--- config.mk ---
export PLATFORM = sky130hd
export DESIGN_NAME = multicycle_ctrl_flat
export DESIGN_NICKNAME = d
export VERILOG_FILES = /design/src/rtl/core_pkg.sv /design/src/rtl/multicycle_ctrl_if.sv /design/src/rtl/alu_ctrl.sv /design/src/rtl/multicycle_ctrl.sv /design/src/flat_wrapper.sv
export VERILOG_INCLUDE_DIRS = /design/src /design/src/rtl
export SDC_FILE = /design/constraint.sdc
export NUM_CORES = 1
export LEC_CHECK = 0
export CAP_MARGIN = 20
export CORE_AREA = 2 2 40 42
export CTS_BUF_LIST = sky130_fd_sc_hd__clkbuf_8
export DETAILED_ROUTE_END_ITERATION = 10
export DIE_AREA = 0 0 42 44
export GPL_ROUTABILITY_DRIVEN = 0
export GPL_TIMING_DRIVEN = 0
export HOLD_SLACK_MARGIN = 0.08
export PLACE_DENSITY = 0.9
export SYNTH_ARGS = -nofsm -noshare
export SYNTH_HDL_FRONTEND = slang
export SYNTH_SLANG_ARGS = --single-unit
--- constraint.sdc ---
create_clock -name i_clk -period 3.46 [get_ports i_clk]
set_clock_uncertainty 0.1 [all_clocks]
set_input_delay 0.519 -clock i_clk [delete_from_list [all_inputs] [get_ports i_clk]]
set_output_delay 0.519 -clock i_clk [all_outputs]
set_load 0.01 [all_outputs]
--- src/rtl/opcodes.svh ---
// RV32I base opcode constants, shared by the control FSM and the immediate generator.
`ifndef OPCODES_SVH
`define OPCODES_SVH

localparam logic [6:0] OPC_LUI    = 7'b0110111;
localparam logic [6:0] OPC_AUIPC  = 7'b0010111;
localparam logic [6:0] OPC_JAL    = 7'b1101111;
localparam logic [6:0] OPC_JALR   = 7'b1100111;
localparam logic [6:0] OPC_BRANCH = 7'b1100011;
localparam logic [6:0] OPC_LOAD   = 7'b0000011;
localparam logic [6:0] OPC_STORE  = 7'b0100011;
localparam logic [6:0] OPC_OP_IMM = 7'b0010011;
localparam logic [6:0] OPC_OP     = 7'b0110011;

`endif

--- src/rtl/core_pkg.sv ---
// Shared types and select encodings for the multi-cycle core control path.
package core_pkg;

  `include "opcodes.svh"

  localparam int unsigned STATE_W  = 3;
  localparam int unsigned ALU_OP_W = 4;
  localparam int unsigned SEL_W    = 2;

  typedef enum logic [STATE_W-1:0] {
    ST_IDLE    = 3'd0,
    ST_FETCH   = 3'd1,
    ST_DECODE  = 3'd2,
    ST_EXECUTE = 3'd3,
    ST_MEM     = 3'd4,
    ST_WB      = 3'd5,
    ST_TRAP    = 3'd6
  } state_t;

  typedef enum logic [ALU_OP_W-1:0] {
    ALU_ADD  = 4'd0,
    ALU_SUB  = 4'd1,
    ALU_SLL  = 4'd2,
    ALU_SLT  = 4'd3,
    ALU_SLTU = 4'd4,
    ALU_XOR  = 4'd5,
    ALU_SRL  = 4'd6,
    ALU_SRA  = 4'd7,
    ALU_OR   = 4'd8,
    ALU_AND  = 4'd9
  } alu_op_t;

  localparam logic [SEL_W-1:0] A_RS1    = 2'd0;
  localparam logic [SEL_W-1:0] A_OLD_PC = 2'd1;
  localparam logic [SEL_W-1:0] A_ZERO   = 2'd2;

  localparam logic [SEL_W-1:0] B_RS2    = 2'd0;
  localparam logic [SEL_W-1:0] B_IMM    = 2'd1;
  localparam logic [SEL_W-1:0] B_FOUR   = 2'd2;

  localparam logic [SEL_W-1:0] WB_ALU   = 2'd0;
  localparam logic [SEL_W-1:0] WB_MEM   = 2'd1;
  localparam logic [SEL_W-1:0] WB_PC    = 2'd2;

  localparam logic PC_PLUS4 = 1'b0;
  localparam logic PC_ALU   = 1'b1;

  localparam logic ADDR_PC  = 1'b0;
  localparam logic ADDR_ALU = 1'b1;

  function automatic logic opcode_known(input logic [6:0] op);
    return (op == OPC_LUI)    || (op == OPC_AUIPC)  || (op == OPC_JAL)   ||
           (op == OPC_JALR)   || (op == OPC_BRANCH) || (op == OPC_LOAD)  ||
           (op == OPC_STORE)  || (op == OPC_OP_IMM) || (op == OPC_OP);
  endfunction

endpackage

--- src/rtl/multicycle_ctrl_if.sv ---
// Unified memory port request/acknowledge handshake.
interface multicycle_ctrl_if;
  logic req;
  logic we;
  logic addr_sel;
  logic ack;

  modport master (output req, output we, output addr_sel, input ack);
  modport slave  (input req, input we, input addr_sel, output ack);
endinterface

--- src/rtl/alu_ctrl.sv ---
// ALU operation decode from IR fields; ADD whenever the ALU is not doing arithmetic for R/I-type.
module alu_ctrl
  import core_pkg::*;
(
  input  logic [6:0] opcode,
  input  logic [2:0] funct3,
  input  logic       funct7_5,
  input  state_t     state,
  output alu_op_t    alu_op
);

  logic is_op;
  logic is_op_imm;

  assign is_op     = (opcode == OPC_OP);
  assign is_op_imm = (opcode == OPC_OP_IMM);

  // funct7_5 is an immediate bit for I-type, so only shifts-right and R-type ADD/SUB look at it
  always_comb begin
    alu_op = ALU_ADD;
    if ((state == ST_EXECUTE) && (is_op || is_op_imm)) begin
      case (funct3)
        3'b000: alu_op = (is_op && funct7_5) ? ALU_SUB : ALU_ADD;
        3'b001: alu_op = ALU_SLL;
        3'b010: alu_op = ALU_SLT;
        3'b011: alu_op = ALU_SLTU;
        3'b100: alu_op = ALU_XOR;
        3'b101: alu_op = funct7_5 ? ALU_SRA : ALU_SRL;
        3'b110: alu_op = ALU_OR;
        3'b111: alu_op = ALU_AND;
        default: alu_op = ALU_ADD;
      endcase
    end
  end

endmodule

--- src/rtl/multicycle_ctrl.sv ---
// Multi-cycle control FSM: fetch/decode/execute/mem/writeback over a shared ALU and memory port.
// Optional MULTICYCLE_ILLEGAL_TRAP_EN: unknown opcodes park the FSM in TRAP with o_illegal set.
module multicycle_ctrl
  import core_pkg::*;
(
  input  logic                 i_clk,
  input  logic                 i_rst_n,
  input  logic [6:0]           i_opcode,
  input  logic [2:0]           i_funct3,
  input  logic                 i_funct7_5,
  input  logic                 i_branch_taken,
  multicycle_ctrl_if.master    mem,
  output logic                 o_ir_we,
  output logic                 o_pc_we,
  output logic                 o_pc_src,
  output logic [SEL_W-1:0]     o_alu_a_sel,
  output logic [SEL_W-1:0]     o_alu_b_sel,
  output logic [ALU_OP_W-1:0]  o_alu_op,
  output logic [SEL_W-1:0]     o_wb_sel,
  output logic                 o_reg_we,
  output logic                 o_illegal,
  output logic [STATE_W-1:0]   o_state
);

  state_t  state_q;
  state_t  state_d;
  alu_op_t alu_op;
  logic    is_store;
  logic    is_jump;

`ifdef MULTICYCLE_ILLEGAL_TRAP_EN
  localparam state_t UNKNOWN_NEXT = ST_TRAP;
  assign o_illegal = (state_q == ST_TRAP);
`else
  localparam state_t UNKNOWN_NEXT = ST_FETCH;
  assign o_illegal = 1'b0;
`endif

  assign is_store = (i_opcode == OPC_STORE);
  assign is_jump  = (i_opcode == OPC_JAL) || (i_opcode == OPC_JALR);

  alu_ctrl u_alu_ctrl (
    .opcode   (i_opcode),
    .funct3   (i_funct3),
    .funct7_5 (i_funct7_5),
    .state    (state_q),
    .alu_op   (alu_op)
  );

  assign o_alu_op = alu_op;
  assign o_state  = state_q;

  // Reset forces IDLE, which drops every enable including an in-flight mem request
  always_ff @(posedge i_clk or negedge i_rst_n) begin
    if (!i_rst_n) state_q <= ST_IDLE;
    else          state_q <= state_d;
  end

  always_comb begin
    state_d      = state_q;
    mem.req      = 1'b0;
    mem.we       = 1'b0;
    mem.addr_sel = ADDR_PC;
    o_ir_we      = 1'b0;
    o_pc_we      = 1'b0;
    o_pc_src     = PC_PLUS4;
    o_alu_a_sel  = A_RS1;
    o_alu_b_sel  = B_RS2;
    o_wb_sel     = WB_ALU;
    o_reg_we     = 1'b0;

    case (state_q)
      ST_IDLE: state_d = ST_FETCH;

      ST_FETCH: begin
        mem.req = 1'b1;
        if (mem.ack) begin
          o_ir_we = 1'b1;
          o_pc_we = 1'b1;
          state_d = ST_DECODE;
        end
      end

      ST_DECODE: state_d = opcode_known(i_opcode) ? ST_EXECUTE : UNKNOWN_NEXT;

      ST_EXECUTE: begin
        case (i_opcode)
          OPC_OP: begin
            o_alu_b_sel = B_RS2;
            state_d     = ST_WB;
          end
          OPC_OP_IMM: begin
            o_alu_b_sel = B_IMM;
            state_d     = ST_WB;
          end
          OPC_LOAD, OPC_STORE: begin
            o_alu_b_sel = B_IMM;
            state_d     = ST_MEM;
          end
          OPC_BRANCH: begin
            o_alu_a_sel = A_OLD_PC;
            o_alu_b_sel = B_IMM;
            o_pc_we     = i_branch_taken;
            o_pc_src    = PC_ALU;
            state_d     = ST_FETCH;
          end
          OPC_JAL, OPC_JALR: begin
            o_alu_a_sel = (i_opcode == OPC_JAL) ? A_OLD_PC : A_RS1;
            o_alu_b_sel = B_IMM;
            o_pc_we     = 1'b1;
            o_pc_src    = PC_ALU;
            state_d     = ST_WB;
          end
          OPC_LUI: begin
            o_alu_a_sel = A_ZERO;
            o_alu_b_sel = B_IMM;
            state_d     = ST_WB;
          end
          OPC_AUIPC: begin
            o_alu_a_sel = A_OLD_PC;
            o_alu_b_sel = B_IMM;
            state_d     = ST_WB;
          end
          default: state_d = ST_FETCH;
        endcase
      end

      ST_MEM: begin
        mem.req      = 1'b1;
        mem.addr_sel = ADDR_ALU;
        mem.we       = is_store;
        if (mem.ack) state_d = is_store ? ST_FETCH : ST_WB;
      end

      ST_WB: begin
        o_reg_we = 1'b1;
        if (i_opcode == OPC_LOAD) o_wb_sel = WB_MEM;
        else if (is_jump)         o_wb_sel = WB_PC;
        state_d = ST_FETCH;
      end

      ST_TRAP: state_d = ST_TRAP;

      default: state_d = ST_IDLE;
    endcase
  end

endmodule

--- src/flat_wrapper.sv ---
// flat-port wrapper written by rule: the top's interface ports become plain ports
module multicycle_ctrl_flat import core_pkg::*;
  (i_clk, i_rst_n, i_opcode, i_funct3, i_funct7_5, i_branch_taken, o_ir_we, o_pc_we, o_pc_src, o_alu_a_sel, o_alu_b_sel, o_alu_op, o_wb_sel, o_reg_we, o_illegal, o_state, mem_req, mem_we, mem_addr_sel, mem_ack);
  multicycle_ctrl_if mem_i ();
  input  logic i_clk;
  input  logic i_rst_n;
  input  logic [6:0] i_opcode;
  input  logic [2:0] i_funct3;
  input  logic i_funct7_5;
  input  logic i_branch_taken;
  output logic o_ir_we;
  output logic o_pc_we;
  output logic o_pc_src;
  output logic [SEL_W-1:0] o_alu_a_sel;
  output logic [SEL_W-1:0] o_alu_b_sel;
  output logic [ALU_OP_W-1:0] o_alu_op;
  output logic [SEL_W-1:0] o_wb_sel;
  output logic o_reg_we;
  output logic o_illegal;
  output logic [STATE_W-1:0] o_state;
  output wire logic [$bits(mem_i.req)-1:0] mem_req;
  output wire logic [$bits(mem_i.we)-1:0] mem_we;
  output wire logic [$bits(mem_i.addr_sel)-1:0] mem_addr_sel;
  input wire logic [$bits(mem_i.ack)-1:0] mem_ack;
  assign mem_req = mem_i.req;
  assign mem_we = mem_i.we;
  assign mem_addr_sel = mem_i.addr_sel;
  assign mem_i.ack = mem_ack;
  multicycle_ctrl u_core (.i_clk(i_clk), .i_rst_n(i_rst_n), .i_opcode(i_opcode), .i_funct3(i_funct3), .i_funct7_5(i_funct7_5), .i_branch_taken(i_branch_taken), .mem(mem_i), .o_ir_we(o_ir_we), .o_pc_we(o_pc_we), .o_pc_src(o_pc_src), .o_alu_a_sel(o_alu_a_sel), .o_alu_b_sel(o_alu_b_sel), .o_alu_op(o_alu_op), .o_wb_sel(o_wb_sel), .o_reg_we(o_reg_we), .o_illegal(o_illegal), .o_state(o_state));
endmodule
Yosys cells after proc, flatten, opt, wreduce, memory -nomap -nowiden

Index checks and enable logic that the tools add are counted.

Flip-flop bits (word level): 3
Bits in latches: 0
Bits in writable memories: 0
Bits in read-only memories: 0
Input port bits: 15
Memories kept: 0

Add/sub/neg operators: 0
$mul: 0
Div/mod/pow operators: 0
Magnitude comparators: 0
Equality and inequality tests: 24
Shifts and indexed selects: 0
Multiplexer cells: 28
Bitwise logic cells: 0
Reduce and logical (&&, ||, !) cells: 23

Operators with widths:

| kind                                                                  | number |
|---|---|
| 4-bit one-hot mux with 8 select lines                                 | 1 |
| 3-bit equality test, second input constant                            | 7 |
| 7-bit by 6-bit equality test with 1-bit output, second input constant | 3 |
| 7-bit equality test, second input constant                            | 3 |
| 3-bit one-hot mux with 6 select lines                                 | 1 |
| 7-bit by 5-bit equality test with 1-bit output, second input constant | 2 |
| 3-bit by 2-bit equality test with 1-bit output, second input constant | 4 |
| 1-bit two-way mux                                                     | 12 |
| 2-bit two-way mux                                                     | 6 |
| 1-bit logical OR                                                      | 10 |
| 2-bit OR reduction                                                    | 5 |
| 3-bit two-way mux                                                     | 3 |
| 8-bit OR reduction                                                    | 1 |
| 7-bit by 2-bit equality test with 1-bit output, second input constant | 1 |
| 3-bit by 1-bit equality test with 1-bit output, second input constant | 2 |
| 3-bit zero test                                                       | 2 |
| 2-bit one-hot mux with 3 select lines                                 | 1 |
| 3-bit one-hot mux with 2 select lines                                 | 1 |
| 6-bit OR reduction                                                    | 1 |
| 4-bit two-way mux                                                     | 1 |
| 2-bit inequality test, second input constant                          | 2 |
| 1-bit one-hot mux with 2 select lines                                 | 2 |
| 3-bit OR reduction                                                    | 1 |
| 1-bit logical AND                                                     | 2 |
| 2-bit AND reduction                                                   | 1 |

Longest topological paths before layout

Depth in word-level cells: 11
Mapped depth: 5
Depth with buffers taken out: 4

Modules after synthesis

A second synthesis with hierarchy kept.

Cells, all modules: 84
Area total of the unflattened synthesis: 521.8 um^2

Modules (own cells, without submodules):

| module          | times used | cells each | area each (um^2) | seq. area each (um^2) |
|---|---|---|---|---|
| multicycle_ctrl | 1          | 65         | 400.4            | 75.1 |
| alu_ctrl        | 1          | 19         | 121.4            | 0.0 |

Least setup slack after synthesis

OpenSTA, ideal clock, no wires.

Path type: input to output
Start: input port i_opcode[3]
End: output port o_alu_op[0]
Data arrival time: 1273 ps
Required time: 2841 ps
Slack: 1568 ps
Cell stages on the path: 4
Cell sequence: nand4bb_4 nor2_4 nand3_2 a211oi_2

Cells in the longest elaborated chain, start to end: 5
Elaborated cells on any way between the ends: 8
Classes of those cells: eq/ne (2); mux (3); reduce/logical (3)

Ends and longest elaborated chain:

| what                                           | RTL line           | source |
|---|---|---|
| start, declared                                | flat_wrapper.sv:7  | `input logic [6:0] i_opcode;` |
| 7-bit by 6-bit equality test with 1-bit output | alu_ctrl.sv:15     | `assign is_op = (opcode == OPC_OP);` |
| 1-bit logical AND                              | alu_ctrl.sv:23     | `3'b000: alu_op = (is_op && funct7_5) ? ALU_SUB : ALU_ADD;` |
| 1-bit two-way mux                              | alu_ctrl.sv:23     |  |
| 4-bit one-hot mux with 8 select lines          | alu_ctrl.sv:22     | `case (funct3)` |
| 4-bit two-way mux *                            | alu_ctrl.sv:21     | `if ((state == ST_EXECUTE) && (is_op \|\| is_op_imm)) begin` |
| end, declared                                  | flat_wrapper.sv:16 | `output logic [ALU_OP_W-1:0] o_alu_op;` |

Mark *: on every way between the ends. The rest lies on a longest branch, timed or not.

Final worst setup path

Ends and elaborated chain as after synthesis.

==> results.ini <==
[status]
status = completed

[global_routing]
grtUsageTotal = 0.187
grt_max_degree = 11
antenna_found_initial = 0
grt_pass1_vias = 597
grt_overflow = 0
grt_pass1_wl_um = 2700

[clocking]
clock-sinks = 3
clk_latency_ns = 0.22
clkSlewWorstSetupHoldPaths_ns = 0.03
ctsHtreeMaxLevel = 1
numCtsBuffers = 3
hold_buffers = 0
cts_tree = yes
post-cts-setup-buffers = 0
clk_path_buf_depth = 2
clockRootBuffer = clkbuf_8
cts_resized = 0

[finish]
final_cell_area_um2 = 915
antenna_cells = 0
regArea_um2 = 75.1
drive_gt1_frac = 0.148
most-common-layout-cells = 33 x clkdlybuf4s50_1, 9 x nor2_1, 6 x nand2_1, 6 x a21oi_1, 5 x inv_1
largest_reg_flops = 3
syn_to_final_growth_pct = 77.4
finalNonFillerCells = 124
layout_commonest_cell = clkdlybuf4s50_1
fill_cells = 127
nets = 124
multi_input_area_um2 = 402

[sta]
hold_ws_ns = 0.384
timing.final.ws_setup_ns = 0.486
min_period_ns = 2.97
maxSlewViolCount = 0
rsz0062_at_grt = no
setup_viol = 0
fmax_ghz = 0.336
fin_setup_tns_ns = 0
post-route-period-util = 0.859
hold_viol = 0

[worst_setup_path]
end_kind = primary output
arrival_ns = 2.35
required_ns = 2.84
startpoint_type = primary input
crit_fanout = 4
path_class = in -> out

[pwr]
p_sw_w = 0.0000728
seqPwrFrac = 0.182
p_per_area_nw_per_um2 = 258
switching_share = 0.308
irDropWorstVdd_mv = 0.269
p_comb_frac = 0.404
p_clk_frac = 0.414
power.internal_w = 0.000164
p_leak_nw = 0.352

[logic_synthesis]
ys_seq_area_frac = 0.146
syn-cell-area_um2 = 515
synth_edf_count = 0
ys_warn_count = 0
syn_inst = 70
async_flop_share = 1.00
ys_ff_latch = 3
synth.distinct_cells = 32
synth_flop_cell = dfrtp_1
syn_area_per_cell_um2 = 7.36

[die]
coreArea_um2 = 1420
std_cell_rows = 14
die_width_um = 42
fp.dieArea_um2 = 1850
die_h_um = 44
start_util = 0.363
num_io_pins = 36

[drt]
vias = 645
wl_met2_um = 905
final_antenna_net_count = 0
first_pass_iters = 4
drc = 0
via_per_inst = 5.20
routed_wl_um = 1620
drtIter0Drc = 10
highest_layer = met4
wire_per_inst_um = 13.1
wl_met1_um = 620
wl_met3_um = 82

[placed_design]
pre_cts_ws_ns = 0.461
place_inst = 120
dpl.hpwl_um = 1340
io_buffer_count = 33
dpl_cell_area_um2 = 870

[flow_run]
drv_cap = 0

[min_path]
worst_hold_path_type = in -> async

## cell families (layout without fill, tap and decap cells)
family / Yosys count / in the layout / synth area share
other: 1 / 2 / 0.00727
AO/OA/AOI/OAI: 17 / 17 / 0.218
flip-flops: 3 / 3 / 0.146
multiplexers: 2 / 2 / 0.0388
AND/OR/NAND/NOR: 38 / 38 / 0.490
buffers and inverters: 8 / 45 / 0.0825
XOR/XNOR: 1 / 1 / 0.0170
## final timing paths
path,startpoint,to,slack (ns),depth (start not counted)
worst max-delay path,i_opcode[3],o_alu_op[0],0.49,6
worst min-delay path,i_rst_n,u_core.o_state[0],0.38,1
worst max register to register,u_core.o_state[1],u_core.o_state[0],2.26,5
worst min register to register,u_core.o_state[0],u_core.o_state[0],0.51,1
max in group asynchronous,i_rst_n,u_core.o_state[1],2.74,1
min in group i_clk,u_core.o_state[0],u_core.o_state[0],0.51,1
## power by group through the flow
stage	combinational, W	sequential [W]	clock, W
after floorplan	0.0000442	0.0000446	0
after global placement	0.0000927	0.0000434	0
after detailed placement	0.0000945	0.0000436	0
after CTS	0.0000953	0.0000431	0.0000982
after global routing	0.000104	0.0000443	0.0000993
final	0.0000955	0.0000430	0.0000978
## synth_stat cells (2+ instances only)
| cell type | instances | area share |
|---|---|---|
| dfrtp_1 | 3 | 0.15 |
| o21ai_0 | 4 | 0.039 |
| nand2b_1 | 3 | 0.036 |
| nor2b_1 | 2 | 0.024 |
| nor3_1 | 2 | 0.019 |
| buf_4 | 3 | 0.044 |
| inv_1 | 4 | 0.029 |
| nor2_1 | 9 | 0.066 |
| mux2i_1 | 2 | 0.039 |
| a21oi_1 | 6 | 0.058 |
| and3_1 | 4 | 0.049 |
| nor3_2 | 3 | 0.058 |
| nand2_1 | 6 | 0.044 |
## critical path, cell delays in order
cell	delay (ns)
clkdlybuf4s50_1	0.47
nand4bb_4	0.30
nor2_4	0.17
nand3_2	0.10
a211oi_2	0.23
clkdlybuf4s50_1	0.57
## per-layer routing
| metal | vias to the layer above | track usage |
|---|---|---|
| met4 | 0 | 0.0387 |
| met5 | - | 0 |
| met2 | 22 | 0.356 |
| met3 | 2 | 0.0167 |
| met1 | 293 | 0.227 |
| li1 | 328 | - |
## layout make-up
| type | count | area share |
|---|---|---|
| inverter | 4 | 0.0164 |
| timing repair buffer | 33 | 0.361 |
| sequential | 3 | 0.0821 |
| clock inverter | 1 | 0.00410 |
| buffer | 4 | 0.0301 |
| tap | 16 | 0.0219 |
| multi-input combinational | 60 | 0.439 |
| clock buffer | 3 | 0.0451 |
## through the flow
stage	util	power [W]
after detailed placement	0.613	0.000138
after global routing	0.645	0.000247
final	0.645	0.000236
after global placement	0.613	0.000136
after CTS	0.645	0.000237
after floorplan	-	0.0000887
Note: power is estimated with default switching activity, not from simulation.
==> edit, RTL diff (config.mk and constraints unchanged) <==
The option `MULTICYCLE_ILLEGAL_TRAP_EN` is turned on by a define.
--- a/src/rtl/multicycle_ctrl.sv
+++ b/src/rtl/multicycle_ctrl.sv
@@ -1,5 +1,7 @@
 // Multi-cycle control FSM: fetch/decode/execute/mem/writeback over a shared ALU and memory port.
 // Optional MULTICYCLE_ILLEGAL_TRAP_EN: unknown opcodes park the FSM in TRAP with o_illegal set.
+`define MULTICYCLE_ILLEGAL_TRAP_EN
+
 module multicycle_ctrl
   import core_pkg::*;
 (
Behaviour: not the same (Yosys sat finds a counterexample within 4 cycles, from zero or initial values and one cycle with i_rst_n low).
==> edit against the original RTL <==
Sequential cell count unchanged; critical path type unchanged; final area up 4.9%; synthesized area up 9.5%; highest routed layer unchanged; routed wire length up 3.2%; critical endpoint is now o_alu_b_sel[0]; worst setup slack worse by 0.12 ns; via count up 11%; utilization up 3.2 points.
Power is not compared: it rests on default switching activity, and its combinational part moved more than twofold at a synthesized area within 25%.
==> edit: results (changes against the original RTL) <==
* Status: complete, no violations (unchanged)
* Post-Syn Instances at 80 (was 70)
* Wirelength, routed at 1675 um (was 1623 um)
* Post-DP HPWL at 1311 um (was 1341 um)
* Vias per cell at 5.376 (was 5.202)
* Share of cells above drive strength 1 at 0.1197 (was 0.1481)
* Largest net degree at the start of global routing at 11 (unchanged)
* Placed Area at 914.6 um^2 (was 869.6 um^2)
* Post-cts resize count at 0 (unchanged)
* H-tree Lvls at 1 (unchanged)
* Yosys warns at 0 (unchanged)
* Clock Tree Root: clkbuf_8 (unchanged)
* Layout area overhead at 70.07% (was 77.43%)
* Num CTS Buffers at 3 (unchanged)
* Fillers at 122 (was 127)
* Clk buf depth at 2 (unchanged)
* Vias in the first global route at 639 (was 597)
* DRT Pass-1 Iters at 4 (unchanged)
* First-pass GRT wire length at 2642 um (was 2704 um)
* Worst Path Arrival at 2.48 ns (was 2.35 ns)
* Hold_buf cts at 0 (unchanged)
* Number of port buffers at 33 (unchanged)
* Most common library cells after synthesis: nor2_1, a21oi_1, nand2_1, nand2b_1, inv_1 (was nor2_1, a21oi_1, nand2_1)
* Initial DRC count at 11 (was 10)
* Final Max Slew Viols at 0 (unchanged)
* Setup bufs post-CTS at 0 (unchanged)
* All-Layer GR Usage at 0.1787 (was 0.1867)
* Initial antenna violation count at 0 (unchanged)
* Ys flop type: dfrtp_1 (unchanged)
* Worst min path class: input port to asynchronous set/reset pin (unchanged)
* Syn nets at 95
* Leak at 0.4087 nW
* Max FFs per register at 3 (unchanged)
* Clock slew at reported path FFs at 0.03 ns (about the same)
* Sequential cell area fraction in the yosys report at 0.1330 (was 0.1456)
* Worst skew pair latency at 0.22 ns (about the same)
* Async SR Flop Fraction at 1.000 (unchanged)
* Final Hold Fails at 0 (unchanged)
* CP max FO at 7 (was 4)
* ANT cells at 0 (unchanged)
* Non-Filler Instances at 133 (was 124)
* Top cells by area, synth: dfrtp_1, nand2b_1, a21oi_1 (was dfrtp_1, nor2_1, a21oi_1)
* DP Worst Slack at 0.3868 ns (was 0.4615 ns)
* Count of cell types in the netlist at 37 (was 32)
* Peak VDD IR at 0.0002792 V
-- edit: changes by cell type in the layout (fill, tap and decap cells not counted), sizes merged, moves of 2 or more --
| cell | change |
|---|---|
| a31o | +2 |
| and2b | +2 |
| inv | +2 |
| nand2b | +4 |
| nand3 | +2 |
| nor3 | -4 |
| o21ai | -2 |
-- edit: worst max-delay path, stage by stage --
cell and delay, ns:
clkdlybuf4s50_1 0.62, nor3b_1 0.43, a21oi_1 0.06, nand2b_1 0.15, a21oi_1 0.14, clkdlybuf4s50_1 0.55
-- edit: layout make-up --
| cell class | instances | area share |
|---|---|---|
| multi-input combinational | 68 | 0.4589 |
| timing repair buffer | 33 | 0.3442 |
| sequential | 3 | 0.07823 |
| clock buffer | 3 | 0.04302 |
| buffer | 3 | 0.02738 |
| inverter | 6 | 0.02347 |
| tap | 16 | 0.02086 |
| clock inverter | 1 | 0.003911 |
-- edit: final timing paths --
kind,startpoint,to,slack (ns),depth (start not counted)
setup / recovery,i_opcode[4],o_alu_b_sel[0],0.36,6
hold / removal,i_rst_n,u_core.o_state[0],0.39,1
setup reg to reg,u_core.o_state[0],u_core.o_state[0],2.11,5
hold reg to reg,u_core.o_state[0],u_core.o_state[1],0.58,2
max in group asynchronous,i_rst_n,u_core.o_state[2],2.73,1
min in group i_clk,u_core.o_state[0],u_core.o_state[1],0.58,2
-- edit: layer usage --
metal / share of wire / GRT usage
met1: 0.42 / 0.2091
met2: 0.48 / 0.3375
met3: 0.081 / 0.01667
met4: 0.013 / 0.06452
met5: 0 / 0
-- edit: cells by family after synthesis --
kind of cell / count (synthesis) / share of synthesized area
DFF: 3 / 0.1330
muxes: 2 / 0.03548
other: 1 / 0.006646
and+or+nand+nor: 46 / 0.5078
AOI/OAI and AO/OA: 19 / 0.2306
buffers and inverters: 9 / 0.08646
-- edit: power breakdown --
group	total, mW	internal, mW	switching [mW]
sequential	0.0353	0.0353	0
clock	0.0985	0.0755	0.0230
combinational	0.0454	0.0240	0.0214
total	0.179	0.135	0.0444
